`src/rtl/seq_subtractor_pkg.sv`:
```
// Shared types and helpers for the sequential chunked subtractor.
package seq_sub_pkg;

  // Controller states: wait for operands, walk the chunks, hold the result.
  typedef enum logic [1:0] {
    IDLE = 2'd0,
    RUN  = 2'd1,
    DONE = 2'd2
  } state_t;

  // Width of a counter able to index n chunks; never narrower than one bit.
  function automatic int cnt_width(input int n);
    int w;
    w = $clog2(n);
    return (w < 1) ? 1 : w;
  endfunction

endpackage

```
`src/rtl/seq_subtractor_if.sv`:
```
// Operand/result bundle of the sequential subtractor.
// Handshake: a transfer happens on a rising clk edge where valid && ready are
// both high; the producer holds its payload stable while valid is high and
// ready is low, and valid never waits on ready.
interface seq_subtractor_if #(
  parameter int WIDTH = 32
) ();
  logic             in_valid;
  logic             in_ready;
  logic [WIDTH-1:0] a;
  logic [WIDTH-1:0] b;
  logic             bin;
  logic             out_valid;
  logic             out_ready;
  logic [WIDTH-1:0] diff;
  logic             bout;
  logic             zero;
  logic             ovf;

  // Producer of operands / consumer of results.
  modport master (
    output in_valid, a, b, bin, out_ready,
    input  in_ready, out_valid, diff, bout, zero, ovf
  );

  // The subtractor itself.
  modport slave (
    input  in_valid, a, b, bin, out_ready,
    output in_ready, out_valid, diff, bout, zero, ovf
  );
endinterface

```
`src/rtl/seq_subtractor_sub_chunk.sv`:
```
// Combinational W-bit subtract with borrow in and borrow out.
module sub_chunk #(
  parameter int W = 8
) (
  input  logic [W-1:0] x,
  input  logic [W-1:0] y,
  input  logic         bi,
  output logic [W-1:0] d,
  output logic         bo
);
  logic [W:0] w_full;

  // One extra bit catches the borrow: a negative result sets the top bit.
  assign w_full = {1'b0, x} - {1'b0, y} - {{W{1'b0}}, bi};
  assign d      = w_full[W-1:0];
  assign bo     = w_full[W];
endmodule

```
`src/rtl/seq_subtractor.sv`:
```
// Multi-cycle WIDTH-bit subtractor: CHUNK bits per clock, running borrow kept
// in a register, borrow-out / zero / signed-overflow flags on completion.
module seq_subtractor
  import seq_sub_pkg::*;
#(
  parameter int WIDTH = 32,
  parameter int CHUNK = 8
) (
  input  logic              clk,
  input  logic              rst,
  seq_subtractor_if.slave   bus,
  output state_t            dbg_state
);
  localparam int NCHUNK = WIDTH / CHUNK;
  localparam int CW     = cnt_width(NCHUNK);

  generate
    if (WIDTH < 1 || CHUNK < 1 || CHUNK > WIDTH || (WIDTH % CHUNK) != 0) begin : g_bad_params
      $error("seq_subtractor: CHUNK must divide WIDTH and lie in 1..WIDTH");
    end
  endgenerate

  state_t           r_state;
  logic             r_in_ready;
  logic             r_out_valid;
  logic [WIDTH-1:0] r_a;
  logic [WIDTH-1:0] r_b;
  logic [WIDTH-1:0] r_diff;
  logic             r_bout;
  logic             r_zero;
  logic             r_ovf;
  logic             r_borrow;
  logic             r_zacc;
  logic [CW-1:0]    r_cnt;

  logic [CHUNK-1:0] w_x;
  logic [CHUNK-1:0] w_y;
  logic [CHUNK-1:0] w_d;
  logic             w_bo;
  logic             w_last;
  logic             w_chunk_zero;

  // Select the operand chunks addressed by the chunk counter.
  always_comb begin
    w_x = '0;
    w_y = '0;
    for (int i = 0; i < NCHUNK; i++) begin
      if (r_cnt == CW'(i)) begin
        w_x = r_a[i*CHUNK +: CHUNK];
        w_y = r_b[i*CHUNK +: CHUNK];
      end
    end
  end

  assign w_last       = (r_cnt == CW'(NCHUNK - 1));
  assign w_chunk_zero = (w_d == '0);

  sub_chunk #(.W(CHUNK)) u_chunk (
    .x  (w_x),
    .y  (w_y),
    .bi (r_borrow),
    .d  (w_d),
    .bo (w_bo)
  );

  // Controller and result registers; every output is registered here.
  always_ff @(posedge clk or posedge rst) begin
    if (rst) begin
      r_state     <= IDLE;
      r_in_ready  <= 1'b1;
      r_out_valid <= 1'b0;
      r_a         <= '0;
      r_b         <= '0;
      r_diff      <= '0;
      r_bout      <= 1'b0;
      r_zero      <= 1'b0;
      r_ovf       <= 1'b0;
      r_borrow    <= 1'b0;
      r_zacc      <= 1'b0;
      r_cnt       <= '0;
    end else begin
      case (r_state)
        IDLE: begin
          if (bus.in_valid && r_in_ready) begin
            r_a        <= bus.a;
            r_b        <= bus.b;
            r_borrow   <= bus.bin;
            r_cnt      <= '0;
            r_zacc     <= 1'b1;
            r_in_ready <= 1'b0;
            r_state    <= RUN;
          end
        end
        RUN: begin
          for (int i = 0; i < NCHUNK; i++) begin
            if (r_cnt == CW'(i)) r_diff[i*CHUNK +: CHUNK] <= w_d;
          end
          r_borrow <= w_bo;
          r_zacc   <= r_zacc & w_chunk_zero;
          r_cnt    <= r_cnt + CW'(1);
          if (w_last) begin
            // The top chunk is being produced now, so its MSB is the diff MSB.
            r_bout      <= w_bo;
            r_zero      <= r_zacc & w_chunk_zero;
            r_ovf       <= (r_a[WIDTH-1] ^ r_b[WIDTH-1]) & (w_d[CHUNK-1] ^ r_a[WIDTH-1]);
            r_out_valid <= 1'b1;
            r_state     <= DONE;
          end
        end
        DONE: begin
          if (bus.out_ready) begin
            r_out_valid <= 1'b0;
            r_in_ready  <= 1'b1;
            r_state     <= IDLE;
          end
        end
        default: begin
          r_state     <= IDLE;
          r_in_ready  <= 1'b1;
          r_out_valid <= 1'b0;
        end
      endcase
    end
  end

  assign bus.in_ready  = r_in_ready;
  assign bus.out_valid = r_out_valid;
  assign bus.diff      = r_diff;
  assign bus.bout      = r_bout;
  assign bus.zero      = r_zero;
  assign bus.ovf       = r_ovf;
  assign dbg_state     = r_state;

endmodule

```
`src/flat_wrapper.sv`:
```
// flat-port wrapper written by rule: the top's interface ports become plain ports
module seq_subtractor_flat import seq_sub_pkg::*;
#(
  parameter int WIDTH = 32,
  parameter int CHUNK = 8
)
  (clk, rst, dbg_state, bus_in_valid, bus_a, bus_b, bus_bin, bus_out_ready, bus_in_ready, bus_out_valid, bus_diff, bus_bout, bus_zero, bus_ovf);
  seq_subtractor_if #(.WIDTH(WIDTH)) bus_i ();
  input  logic clk;
  input  logic rst;
  output state_t dbg_state;
  input wire logic [$bits(bus_i.in_valid)-1:0] bus_in_valid;
  input wire logic [$bits(bus_i.a)-1:0] bus_a;
  input wire logic [$bits(bus_i.b)-1:0] bus_b;
  input wire logic [$bits(bus_i.bin)-1:0] bus_bin;
  input wire logic [$bits(bus_i.out_ready)-1:0] bus_out_ready;
  output wire logic [$bits(bus_i.in_ready)-1:0] bus_in_ready;
  output wire logic [$bits(bus_i.out_valid)-1:0] bus_out_valid;
  output wire logic [$bits(bus_i.diff)-1:0] bus_diff;
  output wire logic [$bits(bus_i.bout)-1:0] bus_bout;
  output wire logic [$bits(bus_i.zero)-1:0] bus_zero;
  output wire logic [$bits(bus_i.ovf)-1:0] bus_ovf;
  assign bus_i.in_valid = bus_in_valid;
  assign bus_i.a = bus_a;
  assign bus_i.b = bus_b;
  assign bus_i.bin = bus_bin;
  assign bus_i.out_ready = bus_out_ready;
  assign bus_in_ready = bus_i.in_ready;
  assign bus_out_valid = bus_i.out_valid;
  assign bus_diff = bus_i.diff;
  assign bus_bout = bus_i.bout;
  assign bus_zero = bus_i.zero;
  assign bus_ovf = bus_i.ovf;
  seq_subtractor #(.WIDTH(WIDTH), .CHUNK(CHUNK)) u_core (.clk(clk), .rst(rst), .bus(bus_i), .dbg_state(dbg_state));
endmodule
```
`config.mk`:
```
export PLATFORM = sky130hd
export DESIGN_NAME = seq_subtractor_flat
export DESIGN_NICKNAME = d
export VERILOG_FILES = /design/src/rtl/seq_subtractor_pkg.sv /design/src/rtl/seq_subtractor_if.sv /design/src/rtl/seq_subtractor_sub_chunk.sv /design/src/rtl/seq_subtractor.sv /design/src/flat_wrapper.sv
export SDC_FILE = /design/constraint.sdc
export NUM_CORES = 1
export LEC_CHECK = 0
export BUFFER_PORTS_ARGS = -buffer_cell sky130_fd_sc_hd__buf_2
export CAP_MARGIN = 25
export CELL_PAD_IN_SITES_DETAIL_PLACEMENT = 0
export CELL_PAD_IN_SITES_GLOBAL_PLACEMENT = 1
export CORE_MARGIN = 2
export CORE_UTILIZATION = 46
export CTS_BUF_LIST = sky130_fd_sc_hd__clkbuf_16
export CTS_CLUSTER_SIZE = 10
export DETAILED_ROUTE_END_ITERATION = 10
export PLACE_DENSITY = 0.91
export SYNTH_ARGS = -nofsm -noshare
export SYNTH_HDL_FRONTEND = slang
export SYNTH_SLANG_ARGS = --single-unit
```
`constraint.sdc`:
```
create_clock -name clk -period 10.1 [get_ports clk]
set_input_delay 1.515 -clock clk [delete_from_list [all_inputs] [get_ports clk]]
set_output_delay 1.515 -clock clk [all_outputs]
set_load 0.1 [all_outputs]
```
### Yosys cells after proc, flatten, opt, wreduce, memory -nomap -nowiden

Index checks and enable logic that the tools add are counted.

| operators by class | value |
|---|---|
| add/sub/neg operators | 3 |
| equality and inequality tests | 8 |
| mux-type cells | 24 |
| bitwise operators | 6 |
| reductions and logical operators | 14 |

Operators with widths:

| kind | count |
|---|---|
| 2-to-1 mux 8 bit | 8 |
| AND reduction 2 bit | 6 |
| AND reduction 3 bit | 3 |
| subtractor 8 x 8 -> 9 bit | 1 |
| subtractor 9 x 1 -> 9 bit | 1 |
| zero test 8 bit | 1 |
| 2-to-1 mux 2 bit | 4 |
| equality test 2 bit (second input constant) | 3 |
| 2-to-1 mux 1 bit | 6 |
| case mux 1 bit (3 select lines) | 2 |
| case mux 2 bit (3 select lines) | 1 |
| equality test 2 x 1 -> 1 bit (second input constant) | 2 |
| zero test 2 bit | 2 |
| != test 2 x 1 -> 1 bit (second input constant) | 2 |
| case mux 1 bit (2 select lines) | 2 |
| case mux 2 bit (2 select lines) | 1 |
| adder 2 x 1 -> 2 bit (second input constant) | 1 |
| bitwise AND 1 bit | 2 |
| != test 2 bit (second input constant) | 1 |
| NOT 1 bit | 2 |
| nonzero test 2 bit | 1 |
| XOR 1 bit | 2 |
| logical AND 1 bit | 1 |

| word-level totals | value |
|---|---|
| register bits | 107 |
| input bits | 69 |
| output and inout port bits | 39 |
| logic and storage cells | 70 |

### Logic depth before layout (Yosys ltp)

| depth | value |
|---|---|
| depth after elaboration | 10 |
| mapped depth | 20 |
| depth with buffers taken out | 19 |

### Hierarchy

A second synthesis with hierarchy kept.

| second synthesis, totals | value |
|---|---|
| cell total of the unflattened synthesis | 433 |
| area, all modules | 5197.5 um2 |

Modules (own cells, without submodules):

| module | times used | cells each | area an instance (um2) | seq. area each (um2) |
|---|---|---|---|---|
| seq_subtractor | 1 | 357 | 4643.2 | 2678.8 |
| sub_chunk | 1 | 76 | 554.3 | 0.0 |

### Worst setup path after synthesis

OpenSTA, ideal clock, no wires.

| timing | value |
|---|---|
| path kind | reg2reg |
| start point | register u_core.r_cnt[1] |
| end point | register u_core.r_ovf (netlist: u_core.bus.ovf) |
| library setup time | 0.124 ns |
| arrival time | 3.488 ns |
| required time | 9.976 ns |
| slack | 6.488 ns |
| stages on the path, launching flop included | 20 |
| path buffers | 2 |
| period minus slack after synthesis | 3.612 ns |
| cell sequence | dfrtp_1 -> inv_1 -> ha_1 -> clkbuf_1 -> clkbuf_1 -> a21oi_1 -> nor2_1 -> a21oi_1 -> nor2_1 -> a21oi_1 -> ha_1 -> inv_1 -> ha_1 -> a21oi_1 -> o21ai_0 -> a31o_1 -> a31oi_2 -> xor2_2 -> and4bb_1 -> a211o_1 |

| on the way | value |
|---|---|
| cells in the longest elaborated chain, start to end | 9 |
| elaborated cells between the ends (all ways) | 17 |
| classes of those cells | add/sub: 2; eq/ne: 3; mux: 8; bitwise: 2; reduce/logical: 2 |

Ends and longest elaborated chain:

| what | RTL line | text |
|---|---|---|
| start, declared | seq_subtractor.sv:34 | `logic [CW-1:0] r_cnt;` |
| start signal, assigned | seq_subtractor.sv:100 | `r_cnt <= r_cnt + CW'(1);` |
| zero test 2 bit | seq_subtractor.sv:48 | `if (r_cnt == CW'(i)) begin` |
| 2-to-1 mux 8 bit (4 in a row) | seq_subtractor.sv:48 |  |
| subtractor 8 x 8 -> 9 bit | seq_subtractor_sub_chunk.sv:14 | `assign w_full = {1'b0, x} - {1'b0, y} - {{W{1'b0}}, bi};` |
| subtractor 9 x 1 -> 9 bit | seq_subtractor_sub_chunk.sv:14 |  |
| XOR 1 bit | seq_subtractor.sv:105 | `r_ovf <= (r_a[WIDTH-1] ^ r_b[WIDTH-1]) & (w_d[CHUNK-1] ^ r_a[WIDTH-1]);` |
| bitwise AND 1 bit | seq_subtractor.sv:105 |  |
| end signal, assigned | seq_subtractor.sv:105 |  |
| end, declared | seq_subtractor.sv:31 | `logic r_ovf;` |

Parallel ways exist; a longest one is shown, timed or not.
A chain may end at the register's enable or synchronous reset.

### Worst setup path in the final report

| timing | value |
|---|---|
| start point | register u_core.r_cnt[0] |
| end point | register u_core.r_zero (netlist: u_core.bus.zero) |

| on the way | value |
|---|---|
| cells in the longest elaborated chain, start to end | 9 |
| elaborated cells between the ends (all ways) | 17 |
| classes of those cells | add/sub: 2; eq/ne: 3; mux: 8; bitwise: 1; reduce/logical: 3 |

Ends and longest elaborated chain:

| what | RTL line | text |
|---|---|---|
| zero test 2 bit | seq_subtractor.sv:48 |  |
| 2-to-1 mux 8 bit (4 in a row) | seq_subtractor.sv:48 |  |
| subtractor 8 x 8 -> 9 bit | seq_subtractor_sub_chunk.sv:14 |  |
| subtractor 9 x 1 -> 9 bit | seq_subtractor_sub_chunk.sv:14 |  |
| zero test 8 bit | seq_subtractor.sv:56 | `assign w_chunk_zero = (w_d == '0);` |
| bitwise AND 1 bit | seq_subtractor.sv:104 | `r_zero <= r_zacc & w_chunk_zero;` |
| end signal, assigned | seq_subtractor.sv:104 |  |
| end, declared | seq_subtractor.sv:30 | `logic r_zero;` |

Parallel ways exist; a longest one is shown, timed or not.

==> out/metrics.yaml <==
cts:
  insertion_delay_ps: 350
  cts.path.max_buffers: 2
  cts_setup_buffers: 0
  cts.clk_slew.worst_paths_ps: 70
  clkSinkCount: 107
  htree_levels: 3
  tritoncts: "yes"
  ctsHoldBuffers: 0
  numCtsBuffers: 9
  cts_root_buf: "clkbuf_16"
  cts-resized-gates: 0
synth:
  ys_types: 38
  synth_area_mm2: 0.004989
  synth_nets: 545
  avgSynthCellArea_um2: 10.89
  yosysWarnings: 0
  seq_area_frac_synth: 0.5370
  netlist_instances: 458
  ys_ff_latch: 107
timing:
  relSlewSlack: 0.4274
  fmax_ghz: 0.2427
  period_share: 0.4079
  grt_setup_unrepaired: "false"
  timing.final.ws_setup_ps: 5980
  layout_min_cycle_time_ps: 4120
  finalMaxSlewViolations: 0
  timing.hold.ws_ps: 479.2
  worst_pin_slew_ps: 858.9
  hold_violations: 0
  setup_tns_ps: 0
  fin_skew_ps: 11.08
  setup-violations-final: 0
finish:
  n_antenna_cell: 0
  area_delta_synth_final_pct: 20.59
  drive_gt1_frac: 0.3725
  fin_nets: 643
critical_path:
  crit_fanout: 16
  worst_setup_path_end_kind: "flop"
  worst-setup-path-type: "reg2reg"
  cp-start-kind: "flop"
  crit_required_ps: 10390
  worst_ep_arrival_time_ps: 4410
routing:
  remaining_drc_errors: 0
  route.met2.wl_um: 5202
  ant_nets: 0
  viasPerCell: 5.204
  drtIter0Drc: 197
  wl_um: 11120
  drt_first_pass_iters: 4
  vias: 3648
  dr_wl_met3_um: 543
  wl_per_cell_um: 15.86
  wl_met1_um: 5142
  top_layer: "met4"
grt:
  grt_antenna_before_repair: 0
  track_usage: 0.1996
  first_global_vias: 3611
  gr-total-overflow: 0
  grt_max_degree: 85
  grt_pass1_wl_um: 18190
placement:
  dp_hpwl_um: 8027
  pre_cts_slack_ps: 5807
  io_buffer_count: 107
  gp_congestion: 0.8736
min_path:
  hold_path_class: "reg2reg"
floorplanning:
  die_h_um: 108.1
  die_area_mm2: 0.01169
  start_util: 0.4663
  die_w_um: 108.1
  row_count: 38
  num_io_pins: 108
  core_area_mm2: 0.01070
outcome:
  status: "finished, final reports clean"
job:
  cap_violations: 0
-- cell families (layout without fill, tap and decap cells) --
logic type | after synthesis | in the layout | synth area share
multiplexers | 71 | 71 | 0.1603
AO/OA/AOI/OAI | 96 | 96 | 0.1068
AND/OR/NAND/NOR | 116 | 116 | 0.09832
flip-flops | 107 | 107 | 0.5370
adder cells (fa/ha/maj) | 18 | 18 | 0.04816
XOR/XNOR | 7 | 7 | 0.01530
buffers and inverters | 43 | 146 | 0.03411
-- cells in the mapped netlist --
cell type  number  area (µm²)
a211o_1         1       8.760
a211oi_1        1       7.510
a21o_1          3       22.52
a21oi_1        43       215.2
a21oi_2         1       8.760
a221oi_2        1       15.01
a22oi_1         2       15.01
a31o_1          1       8.760
a31oi_2         1       12.51
and2_1          1       6.260
and4bb_1        1       12.51
buf_1           1       3.750
buf_2           7       35.03
clkbuf_1       18       67.56
dfrtp_1       106        2653
dfstp_2         1       26.28
fa_1            2       40.04
ha_1           16       200.2
inv_1          17       63.81
mux2_2         71       799.5
nand2_1        60       225.2
nand2b_1        3       18.77
nand3_1         2       10.01
nand3b_1        1       7.510
nand4_1         1       6.260
nor2_1         39       146.4
nor2b_1         4       25.02
nor3b_1         1       7.510
nor3b_2         1       12.51
nor4_1          1       6.260
o21ai_0        39       195.2
o21ai_2         1       8.760
o21bai_1        1       7.510
o31ai_1         1       7.510
or3_1           1       6.260
xnor2_1         3       26.28
xor2_1          2       17.52
xor2_2          2       32.53
-- per-layer routing --
layer	vias to the layer above	global-route usage
li1	1755	-
met1	1777	0.2733
met2	96	0.3190
met3	20	0.03315
met4	0	0.07784
met5	-	0
-- path summary, 6_finish.rpt --
kind / from / endpoint / slack, ps / cells after the start
worst max register to register: u_core.r_cnt[0]$_DFFE_PP0P_ / u_core.bus.zero$_DFFE_PP0P_ / 5980 / 18
worst min register to register: u_core.bus.out_valid$_DFFE_PP0P_ / u_core.bus.out_valid$_DFFE_PP0P_ / 480 / 2
worst max-delay path: u_core.r_cnt[0]$_DFFE_PP0P_ / u_core.bus.zero$_DFFE_PP0P_ / 5980 / 18
worst min-delay path: u_core.bus.out_valid$_DFFE_PP0P_ / u_core.bus.out_valid$_DFFE_PP0P_ / 480 / 2
min in group asynchronous: rst / u_core.bus.diff[24]$_DFFE_PP0P_ / 1120 / 2
max in group asynchronous: rst / u_core.r_a[27]$_DFFE_PP0P_ / 7960 / 4
-- metrics by stage --
stage	std cells	area, µm²	util
finish	701	6016	0.5623
global route	701	6016	0.5623
CTS	699	5961	0.5572
detailed placement	683	5667	0.5297
global placement	681	5612	0.5246
floorplan	458	4989	-
-- placed cells by master (no fill, tap or decap), types with 2 or more instances in the layout --
cell	instances
buf_16	4
nand3_1	2
dfrtp_1	106
xor2_2	2
inv_1	16
a21o_1	3
a22oi_1	2
ha_1	16
xnor2_1	3
buf_2	107
mux2_2	71
a21oi_1	43
nand2_1	60
nor2b_1	4
o21ai_0	39
xor2_1	2
clkinv_4	2
nor2_1	39
clkbuf_16	9
fa_1	2
nand2b_1	3
buf_4	2
clkinv_2	2
-- state kept, by name, indices dropped and copies added (netlist names) --
signal,cells
u_core.bus.bout,1
u_core.bus.diff,32
u_core.bus.in_ready,1
u_core.bus.out_valid,1
u_core.bus.ovf,1
u_core.bus.zero,1
u_core.dbg_state,2
u_core.r_a,32
u_core.r_b,32
u_core.r_borrow,1
u_core.r_cnt,2
u_core.r_zacc,1
-- cell type report --
type | instances | area (µm²)
repair buffers | 113 | 660.6
multi-input cells | 308 | 2141
clock inverters | 7 | 68.82
fillers | 943 | 4682
well taps | 140 | 175.2
flip-flops and latches | 107 | 2679
inverters | 17 | 66.31
clock buffers | 9 | 225.2
-- critical path: stages (launching register included) --
cell and delay, ps:
dfrtp_1 430, inv_1 110, ha_1 620, nand2_1 110, nor2_1 100, a21oi_1 40
nor2_1 80, a21oi_1 40, o21ai_0 280, fa_1 240, inv_1 80, fa_1 430
nand2b_1 160, a21oi_1 220, o21ai_0 180, xnor2_1 380, nand4_1 160, nor3b_2 210
mux2_2 170
Power is left out: the tool's default activity adds up to more than one toggle a clock period on the data nets, which glitch-free logic cannot reach.
